==> src/rtl/alert_signal_conditioner_if.sv <==
// Alert conditioner bus: raw asynchronous alert lines in, clean levels and event count out.
interface alert_signal_conditioner_if #(
  parameter int unsigned CNT_W = 8
);
  logic             raw_green;
  logic             raw_yellow;
  logic             raw_red;
  logic             green;
  logic             yellow;
  logic             red;
  logic             level_change;
  logic [CNT_W-1:0] red_events;

  modport master (
    output raw_green, raw_yellow, raw_red,
    input  green, yellow, red, level_change, red_events
  );

  modport slave (
    input  raw_green, raw_yellow, raw_red,
    output green, yellow, red, level_change, red_events
  );
endinterface

==> src/rtl/alert_signal_conditioner.sv <==
// Synchronise -> debounce -> prioritise -> minimum-hold front end for three alert lines.
// Optional STICKY_RED_EN: once RED is entered it is held until reset.
module alert_signal_conditioner #(
  parameter int unsigned DEBOUNCE = 3,
  parameter int unsigned MIN_HOLD = 4,
  parameter int unsigned CNT_W    = 8
) (
  input logic                        clock,
  input logic                        reset,
  alert_signal_conditioner_if.slave  bus
);

  localparam int unsigned NCH    = 3;
  localparam int unsigned DB_W   = (DEBOUNCE > 1) ? $clog2(DEBOUNCE + 1) : 1;
  localparam int unsigned HOLD_W = $clog2(MIN_HOLD + 1);

  typedef enum logic [1:0] {
    IDLE   = 2'b00,
    GREEN  = 2'b01,
    YELLOW = 2'b10,
    RED    = 2'b11
  } state_e;

  // Channel index: 0 = green, 1 = yellow, 2 = red
  logic [NCH-1:0]    sync1_q, sync1_d;
  logic [NCH-1:0]    sync2_q, sync2_d;
  logic [NCH-1:0]    clean_q, clean_d;
  logic [DB_W-1:0]   db_cnt_q [NCH];
  logic [DB_W-1:0]   db_cnt_d [NCH];
  state_e            state_q, state_d;
  state_e            request;
  logic [HOLD_W-1:0] hold_cnt_q, hold_cnt_d;
  logic              green_q, green_d;
  logic              yellow_q, yellow_d;
  logic              red_q, red_d;
  logic              level_change_q, level_change_d;
  logic [CNT_W-1:0]  red_events_q, red_events_d;
  logic              entered;

  always_comb begin
    sync1_d        = {bus.raw_red, bus.raw_yellow, bus.raw_green};
    sync2_d        = sync1_q;
    clean_d        = clean_q;
    state_d        = state_q;
    hold_cnt_d     = hold_cnt_q;
    red_events_d   = red_events_q;
    request        = IDLE;
    entered        = 1'b0;
    for (int i = 0; i < NCH; i++) begin
      db_cnt_d[i] = '0;
    end

    // Accept a change only after DEBOUNCE consecutive differing cycles
    for (int i = 0; i < NCH; i++) begin
      if (sync2_q[i] != clean_q[i]) begin
        if (db_cnt_q[i] == DB_W'(DEBOUNCE - 1)) begin
          clean_d[i] = sync2_q[i];
        end else begin
          db_cnt_d[i] = db_cnt_q[i] + DB_W'(1);
        end
      end
    end

    if (clean_q[2]) begin
      request = RED;
    end else if (clean_q[1]) begin
      request = YELLOW;
    end else if (clean_q[0]) begin
      request = GREEN;
    end

    // Escalation to RED and leaving IDLE bypass the minimum hold
    if (request != state_q) begin
      if (request == RED || state_q == IDLE || hold_cnt_q == HOLD_W'(MIN_HOLD)) begin
        state_d = request;
      end
    end
`ifdef STICKY_RED_EN
    if (state_q == RED) begin
      state_d = RED;
    end
`else
`endif

    entered = (state_d != state_q);
    if (entered) begin
      hold_cnt_d = '0;
    end else if (hold_cnt_q != HOLD_W'(MIN_HOLD)) begin
      hold_cnt_d = hold_cnt_q + HOLD_W'(1);
    end

    if (entered && state_d == RED && red_events_q != {CNT_W{1'b1}}) begin
      red_events_d = red_events_q + CNT_W'(1);
    end

    level_change_d = entered;
    green_d        = (state_d == GREEN);
    yellow_d       = (state_d == YELLOW);
    red_d          = (state_d == RED);
  end

  always_ff @(posedge clock) begin
    if (reset) begin
      sync1_q        <= '0;
      sync2_q        <= '0;
      clean_q        <= '0;
      for (int i = 0; i < NCH; i++) begin
        db_cnt_q[i] <= '0;
      end
      state_q        <= IDLE;
      hold_cnt_q     <= '0;
      green_q        <= 1'b0;
      yellow_q       <= 1'b0;
      red_q          <= 1'b0;
      level_change_q <= 1'b0;
      red_events_q   <= '0;
    end else begin
      sync1_q        <= sync1_d;
      sync2_q        <= sync2_d;
      clean_q        <= clean_d;
      for (int i = 0; i < NCH; i++) begin
        db_cnt_q[i] <= db_cnt_d[i];
      end
      state_q        <= state_d;
      hold_cnt_q     <= hold_cnt_d;
      green_q        <= green_d;
      yellow_q       <= yellow_d;
      red_q          <= red_d;
      level_change_q <= level_change_d;
      red_events_q   <= red_events_d;
    end
  end

  assign bus.green        = green_q;
  assign bus.yellow       = yellow_q;
  assign bus.red          = red_q;
  assign bus.level_change = level_change_q;
  assign bus.red_events   = red_events_q;

  // Mutually exclusive output levels
  a_onehot0 : assert property (@(posedge clock) disable iff (reset)
                               $onehot0({green_q, yellow_q, red_q}));

endmodule

==> src/flat_wrapper.sv <==
// flat-port wrapper written by rule: the top's interface ports become plain ports
module alert_signal_conditioner_flat 
#(
  parameter int unsigned DEBOUNCE = 3,
  parameter int unsigned MIN_HOLD = 4,
  parameter int unsigned CNT_W    = 8
)
  (clock, reset, bus_raw_green, bus_raw_yellow, bus_raw_red, bus_green, bus_yellow, bus_red, bus_level_change, bus_red_events);
  alert_signal_conditioner_if #(.CNT_W(CNT_W)) bus_i ();
  input logic clock;
  input logic reset;
  input wire logic [$bits(bus_i.raw_green)-1:0] bus_raw_green;
  input wire logic [$bits(bus_i.raw_yellow)-1:0] bus_raw_yellow;
  input wire logic [$bits(bus_i.raw_red)-1:0] bus_raw_red;
  output wire logic [$bits(bus_i.green)-1:0] bus_green;
  output wire logic [$bits(bus_i.yellow)-1:0] bus_yellow;
  output wire logic [$bits(bus_i.red)-1:0] bus_red;
  output wire logic [$bits(bus_i.level_change)-1:0] bus_level_change;
  output wire logic [$bits(bus_i.red_events)-1:0] bus_red_events;
  assign bus_i.raw_green = bus_raw_green;
  assign bus_i.raw_yellow = bus_raw_yellow;
  assign bus_i.raw_red = bus_raw_red;
  assign bus_green = bus_i.green;
  assign bus_yellow = bus_i.yellow;
  assign bus_red = bus_i.red;
  assign bus_level_change = bus_i.level_change;
  assign bus_red_events = bus_i.red_events;
  alert_signal_conditioner #(.DEBOUNCE(DEBOUNCE), .MIN_HOLD(MIN_HOLD), .CNT_W(CNT_W)) u_core (.clock(clock), .reset(reset), .bus(bus_i));
endmodule
==> config.mk <==
export PLATFORM = sky130hd
export DESIGN_NAME = alert_signal_conditioner_flat
export DESIGN_NICKNAME = d
export VERILOG_FILES = /design/src/rtl/alert_signal_conditioner_if.sv /design/src/rtl/alert_signal_conditioner.sv /design/src/flat_wrapper.sv
export SDC_FILE = /design/constraint.sdc
export NUM_CORES = 1
export LEC_CHECK = 0
export CORE_MARGIN = 8
export CORE_UTILIZATION = 55
export CTS_CLUSTER_SIZE = 25
export DETAILED_ROUTE_END_ITERATION = 8
export GPL_TIMING_DRIVEN = 0
export PLACE_DENSITY = 0.79
export SLEW_MARGIN = 20
export SYNTH_ARGS = -nofsm -noshare
export SYNTH_HDL_FRONTEND = slang
export SYNTH_SLANG_ARGS = --single-unit
==> constraint.sdc <==
create_clock -name clock -period 3.7 [get_ports clock]
set_clock_uncertainty 0.2 [all_clocks]
set_input_delay 1.11 -clock clock [delete_from_list [all_inputs] [get_ports clock]]
set_output_delay 1.11 -clock clock [all_outputs]
set_load 0.01 [all_outputs]
==> flow_summary.json <==
{
  "status": "finished clean",
  "first_pass_iters": 4,
  "yosysTopAreaCellShare_pct": 47.90,
  "ff2ff_setup_slack_ns": 1.43,
  "p_total_uw": 574.5,
  "viasPerCell": 5.513,
  "maxCapViolCount": 0,
  "place_area_um2": 1525,
  "arrival_ns": 1.35,
  "whs_ns": 0.2147,
  "layout.cells.non_filler": 193,
  "chipHeight_um": 65.32,
  "hold_end": "u_core.db_cnt_q[0][2]",
  "cts.clk_slew.worst_paths_ns": 0.09,
  "cp_cell_sequence": "clkdlybuf4s50_1",
  "ys_ff_latch": 32,
  "reg2reg_to": "u_core.hold_cnt_q[2]",
  "stdcell_area_um2": 1572,
  "fin_crit_sh_pct": 71.90,
  "cp.required_ns": 2.39,
  "drc": 0,
  "cts.path.max_buffers": 2,
  "hold_start": "u_core.db_cnt_q[0][2]",
  "syn_area_um2": 1338,
  "ctsHoldBuffers": 0,
  "nFillCells": 207,
  "fp-row-count": 18,
  "syn_nets": 152,
  "dp_cells": 186,
  "timing_worst_setup_path_type": "reg -> out",
  "post-cts-setup-buffers": 0,
  "relSlewSlack_pct": 66.11,
  "fp.coreArea_um2": 2387,
  "numCtsBuffers": 5,
  "finalHoldViolations": 0,
  "drive_above_1_share_pct": 9.816,
  "holdPathStages": 1,
  "n_antenna_cell": 0,
  "fin_crit_ns": 2.660,
  "cts_resized": 0,
  "hpwl_um": 1886,
  "reg2regPathDepth": 8,
  "grt_start_max_net_pins": 11,
  "path_buf_inv": 1,
  "ctsHtreeMaxLevel": 2,
  "tns_ns": 0,
  "cp_slowest_cell": "clkdlybuf4s50_1",
  "synth_area_leaders": "dfxtp_1, ha_1, nor2_1",
  "synth.distinct_cells": 31,
  "io_pins": 17,
  "num-nets-final": 174,
  "root_buffer": "clkbuf_4",
  "setup_viol": 0,
  "clk_latency_ns": 0.33,
  "peakVddDrop_mv": 0.3363,
  "synthTopCellsByCount": "dfxtp_1, nor2_1, a21oi_1",
  "synth_most_common_cell": "dfxtp_1",
  "grt_pass1_wl_um": 4360,
  "yosysSeqAreaShare_pct": 47.90,
  "vias": 1064,
  "area_growth_pct": 17.49,
  "cp-startpoint": "u_core.bus.red_events[0]",
  "grt_antenna_before_repair": 0,
  "wl_um": 2567,
  "die_x_um": 65.32,
  "cp_top_family": "buffers and inverters",
  "rsz0062_at_grt": "no",
  "endpoint_kind": "output pin",
  "cts_tree": "built",
  "dieArea_um2": 4266,
  "powerDensity_nw_per_um2": 365.6,
  "avgSynthCellArea_um2": 9.486,
  "io_buffer_count": 15,
  "wl_per_cell_um": 13.30,
  "synth_cells": 141,
  "grt_pass1_vias": 1053,
  "async_flop_share_pct": 0,
  "cts.sinks": 32,
  "yosysWarnings": 0,
  "grtUsageTotal_pct": 13.14,
  "leakage_uw": 0.0005398,
  "cp-start-kind": "flip-flop",
  "hold_class": "reg -> reg",
  "ys.flop_type": "dfxtp_1",
  "grt-ovfl-total": 0,
  "worstMarginPinSlew_ns": 0.5083,
  "ant_nets": 0,
  "start_util_pct": 56.03,
  "synth_edf_count": 0,
  "drtIter0Drc": 20,
  "cpPeakStageDelay_ns": 0.58,
  "maxSlewViolCount": 0,
  "synth_top_area_cell": "dfxtp_1",
  "gp_congestion": 0.7821,
  "crit_fanout": 7,
  "max_freq_ghz": 0.3759,
  "r2r-start": "u_core.hold_cnt_q[0]"
}
-- power breakdown --
part / internal (µW) / switching, µW / total, µW
clock: 69.8 / 107 / 177
sequential: 353 / 7.71 / 361
combinational: 16.0 / 20.8 / 36.8
-- kinds of logic (layout without fill, tap and decap cells) --
logic type / count (synthesis) / after routing / share of synthesized area (%)
compound gates: 25 / 25 / 13.38
flops: 32 / 32 / 47.89
xor+xnor: 5 / 5 / 3.274
mux: 4 / 4 / 3.087
simple gates: 55 / 55 / 22.08
fa+ha+maj: 6 / 6 / 5.613
buf+inv: 14 / 36 / 4.677
-- state kept, by name, indices dropped and copies added (netlist names), 2 cells and up --
name	flops
u_core.sync1_q	3
u_core.hold_cnt_q	3
u_core.bus.red_events	8
u_core.db_cnt_q	6
u_core.clean_q	3
u_core.state_q	2
u_core.sync2_q	3
-- worst max-delay path by stage --
stage,to,depth (start not counted)
final,bus_red_events[0],1
after global routing,bus_red_events[0],1
after CTS,bus_red_events[0],1
after detailed placement,u_core.sync1_q[2],3
after global placement,bus_red_events[2],1
after floorplan,u_core.bus.red_events[4],8
-- metrics by stage --
| stage | util [%] | setup slack, ns |
|---|---|---|
| detailed placement | 63.89 | 1.377 |
| global placement | 63.89 | 1.404 |
| floorplan | - | 1.664 |
| CTS | 65.83 | 1.021 |
| global route | 65.83 | 0.9706 |
| finish | 65.83 | 1.040 |
-- layer usage --
metal | global-route usage (%) | up-vias | part of all wire [%]
li1 | - | 531 | -
met1 | 12.11 | 509 | 42
met2 | 22.51 | 18 | 50
met3 | 5.442 | 6 | 6.3
met4 | 10.35 | 0 | 1.6
met5 | 0 | - | 0
-- layout make-up --
class                      count  area [µm²]  share of cell area (%)
buffer                         6       32.53                   2.070
multi-input combinational     95       634.4                   40.37
inverter                       8       30.03                   1.911
tap                           30       37.54                   2.389
clock buffer                   6       41.29                   2.627
timing repair buffer          15       150.1                   9.554
sequential                    32       640.6                   40.76
clock inverter                 1       5.005                  0.3185
-- placed cells by master, fill, tap and decap left out, drive strengths merged, types with 2 or more instances in the layout --
cell	Yosys	routed
dfxtp	32	32
nor2	16	16
clkdlybuf4s50	0	15
a21oi	10	10
nor2b	9	9
clkbuf	3	9
inv	8	8
nand2	7	7
or3	6	6
ha	6	6
nand3	5	5
xnor2	5	5
o21ai	4	4
o31ai	4	4
or4	4	4
mux2i	3	3
buf	3	3
nand4	2	2
a2111oi	2	2
nand2b	2	2
nor3	2	2
Note: power is estimated with default switching activity, not from simulation.
